## src/rtl/food_placer.sv

```systemverilog
// Food placer: samples grid candidates from the free-running coordinate
// generator, rejects cells outside the playfield or occupied by the snake,
// and commits the first free cell as the food position.
module food_placer #(
  parameter int MAX_TRIES = 16
) (
  input  logic       clk,
  input  logic       reset,
  input  logic [6:0] x_start_grid,
  input  logic [5:0] y_start_grid,
  input  logic [6:0] frame_x_inside_grid,
  input  logic [5:0] frame_y_inside_grid,
  input  logic [6:0] number_x_grid,
  input  logic [5:0] number_y_grid,
  input  logic       place_req,
  input  logic       food_clear,
  output logic       occ_rd,
  output logic [6:0] occ_x,
  output logic [5:0] occ_y,
  input  logic       occ_hit,
  output logic [6:0] food_x,
  output logic [5:0] food_y,
  output logic       food_valid,
  output logic       busy,
  output logic       place_done,
  output logic       place_fail
);

  localparam int            TW       = (MAX_TRIES > 1) ? $clog2(MAX_TRIES) : 1;
  localparam logic [TW-1:0] LAST_TRY = TW'(MAX_TRIES - 1);

  typedef enum logic [1:0] {S_IDLE, S_SAMPLE, S_WAIT, S_CHECK} state_e;

  state_e        state_q, state_d;
  logic [TW-1:0] tries_q, tries_d;
  logic [6:0]    cand_x_q, cand_x_d;
  logic [5:0]    cand_y_q, cand_y_d;
  logic          occ_rd_q, occ_rd_d;
  logic [6:0]    occ_x_q, occ_x_d;
  logic [5:0]    occ_y_q, occ_y_d;
  logic [6:0]    food_x_q, food_x_d;
  logic [5:0]    food_y_q, food_y_d;
  logic          food_valid_q, food_valid_d;
  logic          busy_q, busy_d;
  logic          done_q, done_d;
  logic          fail_q, fail_d;

  // Upper playable limits, widened by one bit so the subtraction cannot wrap
  // once the grid is known to be larger than the frame.
  logic [7:0] lim_x, lim_y;
  logic       in_x, in_y, in_bounds;

  assign lim_x = {1'b0, number_x_grid} - {1'b0, frame_x_inside_grid} - 8'd1;
  assign lim_y = {2'b0, number_y_grid} - {2'b0, frame_y_inside_grid} - 8'd1;

  // A degenerate grid (no room inside the frame) rejects every candidate.
  assign in_x = (number_x_grid > frame_x_inside_grid)
             && (cand_x_q >= frame_x_inside_grid)
             && ({1'b0, cand_x_q} <= lim_x);
  assign in_y = (number_y_grid > frame_y_inside_grid)
             && (cand_y_q >= frame_y_inside_grid)
             && ({2'b0, cand_y_q} <= lim_y);
  assign in_bounds = in_x && in_y;

  // Next-state and registered-output logic for the placement sequence.
  always_comb begin
    // NOTE: every signal gets a default before the case so no path leaves one unassigned, which would infer a latch.
    state_d      = state_q;
    tries_d      = tries_q;
    cand_x_d     = cand_x_q;
    cand_y_d     = cand_y_q;
    occ_rd_d     = 1'b0;
    occ_x_d      = occ_x_q;
    occ_y_d      = occ_y_q;
    food_x_d     = food_x_q;
    food_y_d     = food_y_q;
    food_valid_d = food_valid_q;
    done_d       = 1'b0;
    fail_d       = 1'b0;

    // A clear drops the food; a commit below in the same cycle overrides it.
    if (food_clear) food_valid_d = 1'b0;

    case (state_q)
      S_IDLE: begin
        if (place_req) begin
          state_d = S_SAMPLE;
          tries_d = '0;
        end
      end
      S_SAMPLE: begin
        cand_x_d = x_start_grid;
        cand_y_d = y_start_grid;
        occ_x_d  = x_start_grid;
        occ_y_d  = y_start_grid;
        occ_rd_d = 1'b1;
        state_d  = S_WAIT;
      end
      S_WAIT: begin
        state_d = S_CHECK;
      end
      S_CHECK: begin
        if (!occ_hit && in_bounds) begin
          food_x_d     = cand_x_q;
          food_y_d     = cand_y_q;
          food_valid_d = 1'b1;
          done_d       = 1'b1;
          state_d      = S_IDLE;
        end else if (tries_q == LAST_TRY) begin
          fail_d  = 1'b1;
          state_d = S_IDLE;
        end else begin
          // The generator has moved on, so resampling yields a new candidate.
          tries_d = tries_q + 1'b1;
          state_d = S_SAMPLE;
        end
      end
      default: state_d = S_IDLE;
    endcase

    busy_d = (state_d != S_IDLE);
  end

  // State and output registers; reset abandons any request in flight.
  always_ff @(posedge clk or posedge reset) begin
    if (reset) begin
      state_q      <= S_IDLE;
      tries_q      <= '0;
      cand_x_q     <= '0;
      cand_y_q     <= '0;
      occ_rd_q     <= 1'b0;
      occ_x_q      <= '0;
      occ_y_q      <= '0;
      food_x_q     <= '0;
      food_y_q     <= '0;
      food_valid_q <= 1'b0;
      busy_q       <= 1'b0;
      done_q       <= 1'b0;
      fail_q       <= 1'b0;
    end else begin
      // NOTE: non-blocking assignments so every register samples pre-edge values regardless of statement order.
      state_q      <= state_d;
      tries_q      <= tries_d;
      cand_x_q     <= cand_x_d;
      cand_y_q     <= cand_y_d;
      occ_rd_q     <= occ_rd_d;
      occ_x_q      <= occ_x_d;
      occ_y_q      <= occ_y_d;
      food_x_q     <= food_x_d;
      food_y_q     <= food_y_d;
      food_valid_q <= food_valid_d;
      busy_q       <= busy_d;
      done_q       <= done_d;
      fail_q       <= fail_d;
    end
  end

  assign occ_rd     = occ_rd_q;
  assign occ_x      = occ_x_q;
  assign occ_y      = occ_y_q;
  assign food_x     = food_x_q;
  assign food_y     = food_y_q;
  assign food_valid = food_valid_q;
  assign busy       = busy_q;
  assign place_done = done_q;
  assign place_fail = fail_q;

endmodule

```

## config.mk

```make
export PLATFORM = sky130hd
export DESIGN_NAME = food_placer
export DESIGN_NICKNAME = d
export VERILOG_FILES = /design/src/rtl/food_placer.sv
export SDC_FILE = /design/constraint.sdc
export NUM_CORES = 1
export LEC_CHECK = 0
export BUFFER_PORTS_ARGS = -buffer_cell sky130_fd_sc_hd__buf_2
export CORE_ASPECT_RATIO = 0.6
export CORE_MARGIN = 2
export CORE_UTILIZATION = 49
export DETAILED_ROUTE_END_ITERATION = 8
export MAX_ROUTING_LAYER = met4
export PLACE_DENSITY = 0.74
export SYNTH_ARGS = -nofsm -noshare
export SYNTH_HDL_FRONTEND = slang
export SYNTH_SLANG_ARGS = --single-unit
```

## constraint.sdc

```tcl
create_clock -name clk -period 2.2 [get_ports clk]
set_input_delay 0.22 -clock clk [delete_from_list [all_inputs] [get_ports clk]]
set_output_delay 0.22 -clock clk [all_outputs]
set_load 0.01 [all_outputs]
```

==> key figures <==
CTS
  • CTS tree: done
  • H-Tree Depth: 2
  • Clk_lat worst skew: about 0.29 ns
  • CTS sink cnt: 37
  • Clock-pin slew on the worst setup and hold paths: 0.07 ns
  • Root buf cell: clkbuf_8
  • Clock Path Buffers: 2
  • TritonCTS Buffers: 5

Global route
  • Global-route wire length before repair: approximately 13 mm
  • Vias in the first global route: approximately 2,700
  • Largest net degree at the start of global routing: 38
  • Initial antenna violation count: 0
  • Total GRT Usage: 0.264
  • Gr ovfl total: 0

Timing
  • Final WS setup: -0.999 ns
  • Final period util: 1.45
  • Final Hold Viols: 0
  • Relative slew slack: 0.617
  • Clock Skews: ~0.0071 ns
  • Min Tclk post-route: ~3.2 ns
  • Max frequency: approximately 310 MHz
  • Setup violators final: 22
  • Final Max Tran Viols: 0
  • TNS Setup: -19.77 ns
  • RSZ-0062 raised after global routing: yes
  • Worst-Margin Slew: between 0.5 and 0.6 ns

Finish
  • Nets: 533
  • Ant diodes: 0
  • Commonest cells after routing, fill and taps aside: 81 x buf_4, 70 x buf_2, 39 x ha_1
  • Share of layout cells above drive strength 1: 0.528
  • Synthesis-to-layout area growth: 51.2%
  • Final Util: 0.777
  • Finished Layout Cells: roughly 520
  • Most common cell after layout, fill and taps aside: buf_4
  • # fillers: 356

Floorplanning
  • Die Y: approximately 64 um
  • Boundary pin count: 75
  • Row count: 21
  • Die area: 0.00658 mm2
  • Initial core utilization: 0.514
  • Die W: between 100 and 150 um
  • Core area: 0.00565 mm2

Route
  • Detailed Route Iter0 Violations: 146
  • Routed vias/inst: 5.37
  • WL final: 8.97 mm
  • WL met2: between 4 and 5 mm
  • Via count: ~2,800
  • Post-DRT Antenna Nets: 0
  • Max layer used: met4
  • Routed len/inst: 17.2 um
  • # DRC: 0
  • Met3 Wirelength: roughly 530 um
  • Length of routed wiring on met1: 4.04 mm
  • DRT Pass-1 Iters: 4

Pwr
  • Flop pwr share: 0.251
  • Internal power: 2.70 mW
  • Clock Power Share: 0.112
  • Comb power frac: 0.637
  • Pwr/cell area: ~1100 mW/mm2
  • Switching share of power: 0.419
  • LEAKAGE: about 2.3 nW
  • Net switching power: 1.95 mW
  • IR drop worst, VDD: approximately 0.00049 V

Yosys
  • Syn Inst Count: 279
  • Syn nets: 370
  • Synth async-reset ratio: 1.00
  • Post-synth EDFFs: 0
  • Most used flip-flop cell after synthesis: dfrtp_1
  • Yosys top cell area share: 0.319
  • Syn Area/Cell: roughly 10 um2
  • Register area share after synthesis: 0.319
  • Mapped Area: roughly 0.0029 mm2
  • Synth unique cells: 45
  • Post-synth top area cell: dfrtp_1
  • Flops & latches, synth: 37
  • Synth top area cells: dfrtp_1 32%, ha_1 19%, mux2_4 6.7%
  • Ys Warns: 0

Critical path
  • Worst EP required: between 2 and 2.5 ns
  • Critical Path AT: 3.36 ns
  • Startpoint Class: input port
  • Crit Path Max Fanout: 4
  • Setup crit end kind: flop
  • Crit Path Class: input port to flop

Flow run
  • Max-cap violation count: 0

Place
  • Pre-CTS WS: -1.21 ns
  • Number of buffers inserted by port buffering: 74
  • GP Congestion: just under 1
  • DP Cell Count: roughly 500
  • HPWL after DPL: roughly 6.2 mm

Outcome
  • Violated checks: setup timing
  • Status: complete, but fails checks

Worst hold path
  • Hold crit path type: input port to asynchronous set/reset pin
[sequential cells by signal (all words and copies together) (netlist names)]
signal / flops
busy: 1
food_valid: 1
food_x: 7
food_y: 6
occ_rd: 1
occ_x: 7
occ_y: 6
place_done: 1
place_fail: 1
state_q: 2
tries_q: 4
[worst max-delay path, stage by stage]
cell and delay (ns):
buf_2 0.12, inv_2 0.06, ha_4 0.26, nand2b_1 0.10, a21oi_2 0.19, xnor2_1 0.15
buf_4 0.17, xnor2_1 0.08, ha_1 0.33, a21o_1 0.21, a21o_1 0.20, a221oi_4 0.34
a31oi_4 0.07, o311ai_4 0.12, buf_4 0.21, a21oi_1 0.11, or3_1 0.40
[metal layers]
| layer | global-route usage | vias to the layer above |
|---|---|---|
| met3 | 0.0433 | 34 |
| li1 | - | 1335 |
| met1 | 0.374 | 1315 |
| met2 | 0.389 | 122 |
| met5 | - | - |
| met4 | 0.0740 | 0 |
[path summary, 6_finish.rpt]
check | startpoint | endpoint | slack [ns] | depth (start not counted)
max reg2reg | occ_x[0] | tries_q[0] | -0.43 | 11
min | reset | food_x[1] | 0.03 | 3
max | frame_y_inside_grid[1] | busy | -1.0 | 17
min in group clk | food_clear | food_valid | 0.11 | 2
max in group asynchronous | reset | food_y[1] | 1.84 | 3
min reg2reg | food_y[0] | food_y[0] | 0.51 | 1
[cells in the mapped netlist, types with 2 or more instances]
cell       n
nand2b_1   4
nand4_1    6
o21ai_1    2
nor2b_1    2
ha_1      45
a31oi_1    4
a21oi_1   19
fa_1       2
nor4_4     2
o21ai_0   11
mux2_2    11
xor2_1     4
mux2_4    13
o211ai_1   3
inv_1     33
mux2i_1    2
nand3_1    6
o21bai_1   3
clkbuf_1   3
dfrtp_1   37
nor2_1    13
and2_1     3
nand2_1   10
a311o_1    2
a21o_1    12
xnor2_1    8
[cell type report]
class | count | area, um2 | share of cell area
tap | 80 | 100 | 0.0228
clock buffer | 7 | 96.3 | 0.0219
multi-input combinational | 205 | 2050 | 0.467
clock inverter | 1 | 5.00 | 0.00114
sequential | 37 | 926 | 0.211
timing repair buffer | 159 | 1060 | 0.243
inverter | 34 | 148 | 0.0336
[through the flow]
stage	area [um2]	hold WS, ns	total power, mW
5_1_grt	4390	0.0762	4.92
3_5_place_dp	4010	0.348	3.67
4_1_cts	4260	0.0361	4.31
6_report	4390	0.0298	4.64
3_3_place_gp	4010	0.350	3.54
2_1_floorplan	3000	0.316	2.56
[power groups by stage]
| stage | Sequential, mW | Combinational, mW | Clock [mW] |
|---|---|---|---|
| after CTS | 1.14 | 2.65 | 0.522 |
| after global placement | 1.14 | 2.40 | 0 |
| after floorplan | 1.23 | 1.33 | 0 |
| final | 1.17 | 2.96 | 0.519 |
| after detailed placement | 1.14 | 2.53 | 0 |
| after global routing | 1.19 | 3.17 | 0.560 |
[cell families (layout without fill, tap and decap cells)]
kind of cell	after synthesis	after routing	share of synthesized area
adder cells (fa/ha/maj)	47	47	0.208
buffers and inverters	37	201	0.0504
AND/OR/NAND/NOR	52	52	0.104
flip-flops	37	37	0.319
multiplexers	26	26	0.117
AO/OA/AOI/OAI	68	68	0.166
XOR/XNOR	12	12	0.0362
[what timing repair did]
item / CTS / global route
setup buffers: 7 / 6
resized for setup: 20 / 16
gates cloned: 0 / 0
setup endpoints to repair: 22 / 22
pin swaps: 15 / 5
hold buffers: 0 / 0
Power figures use the tool's default switching activity.
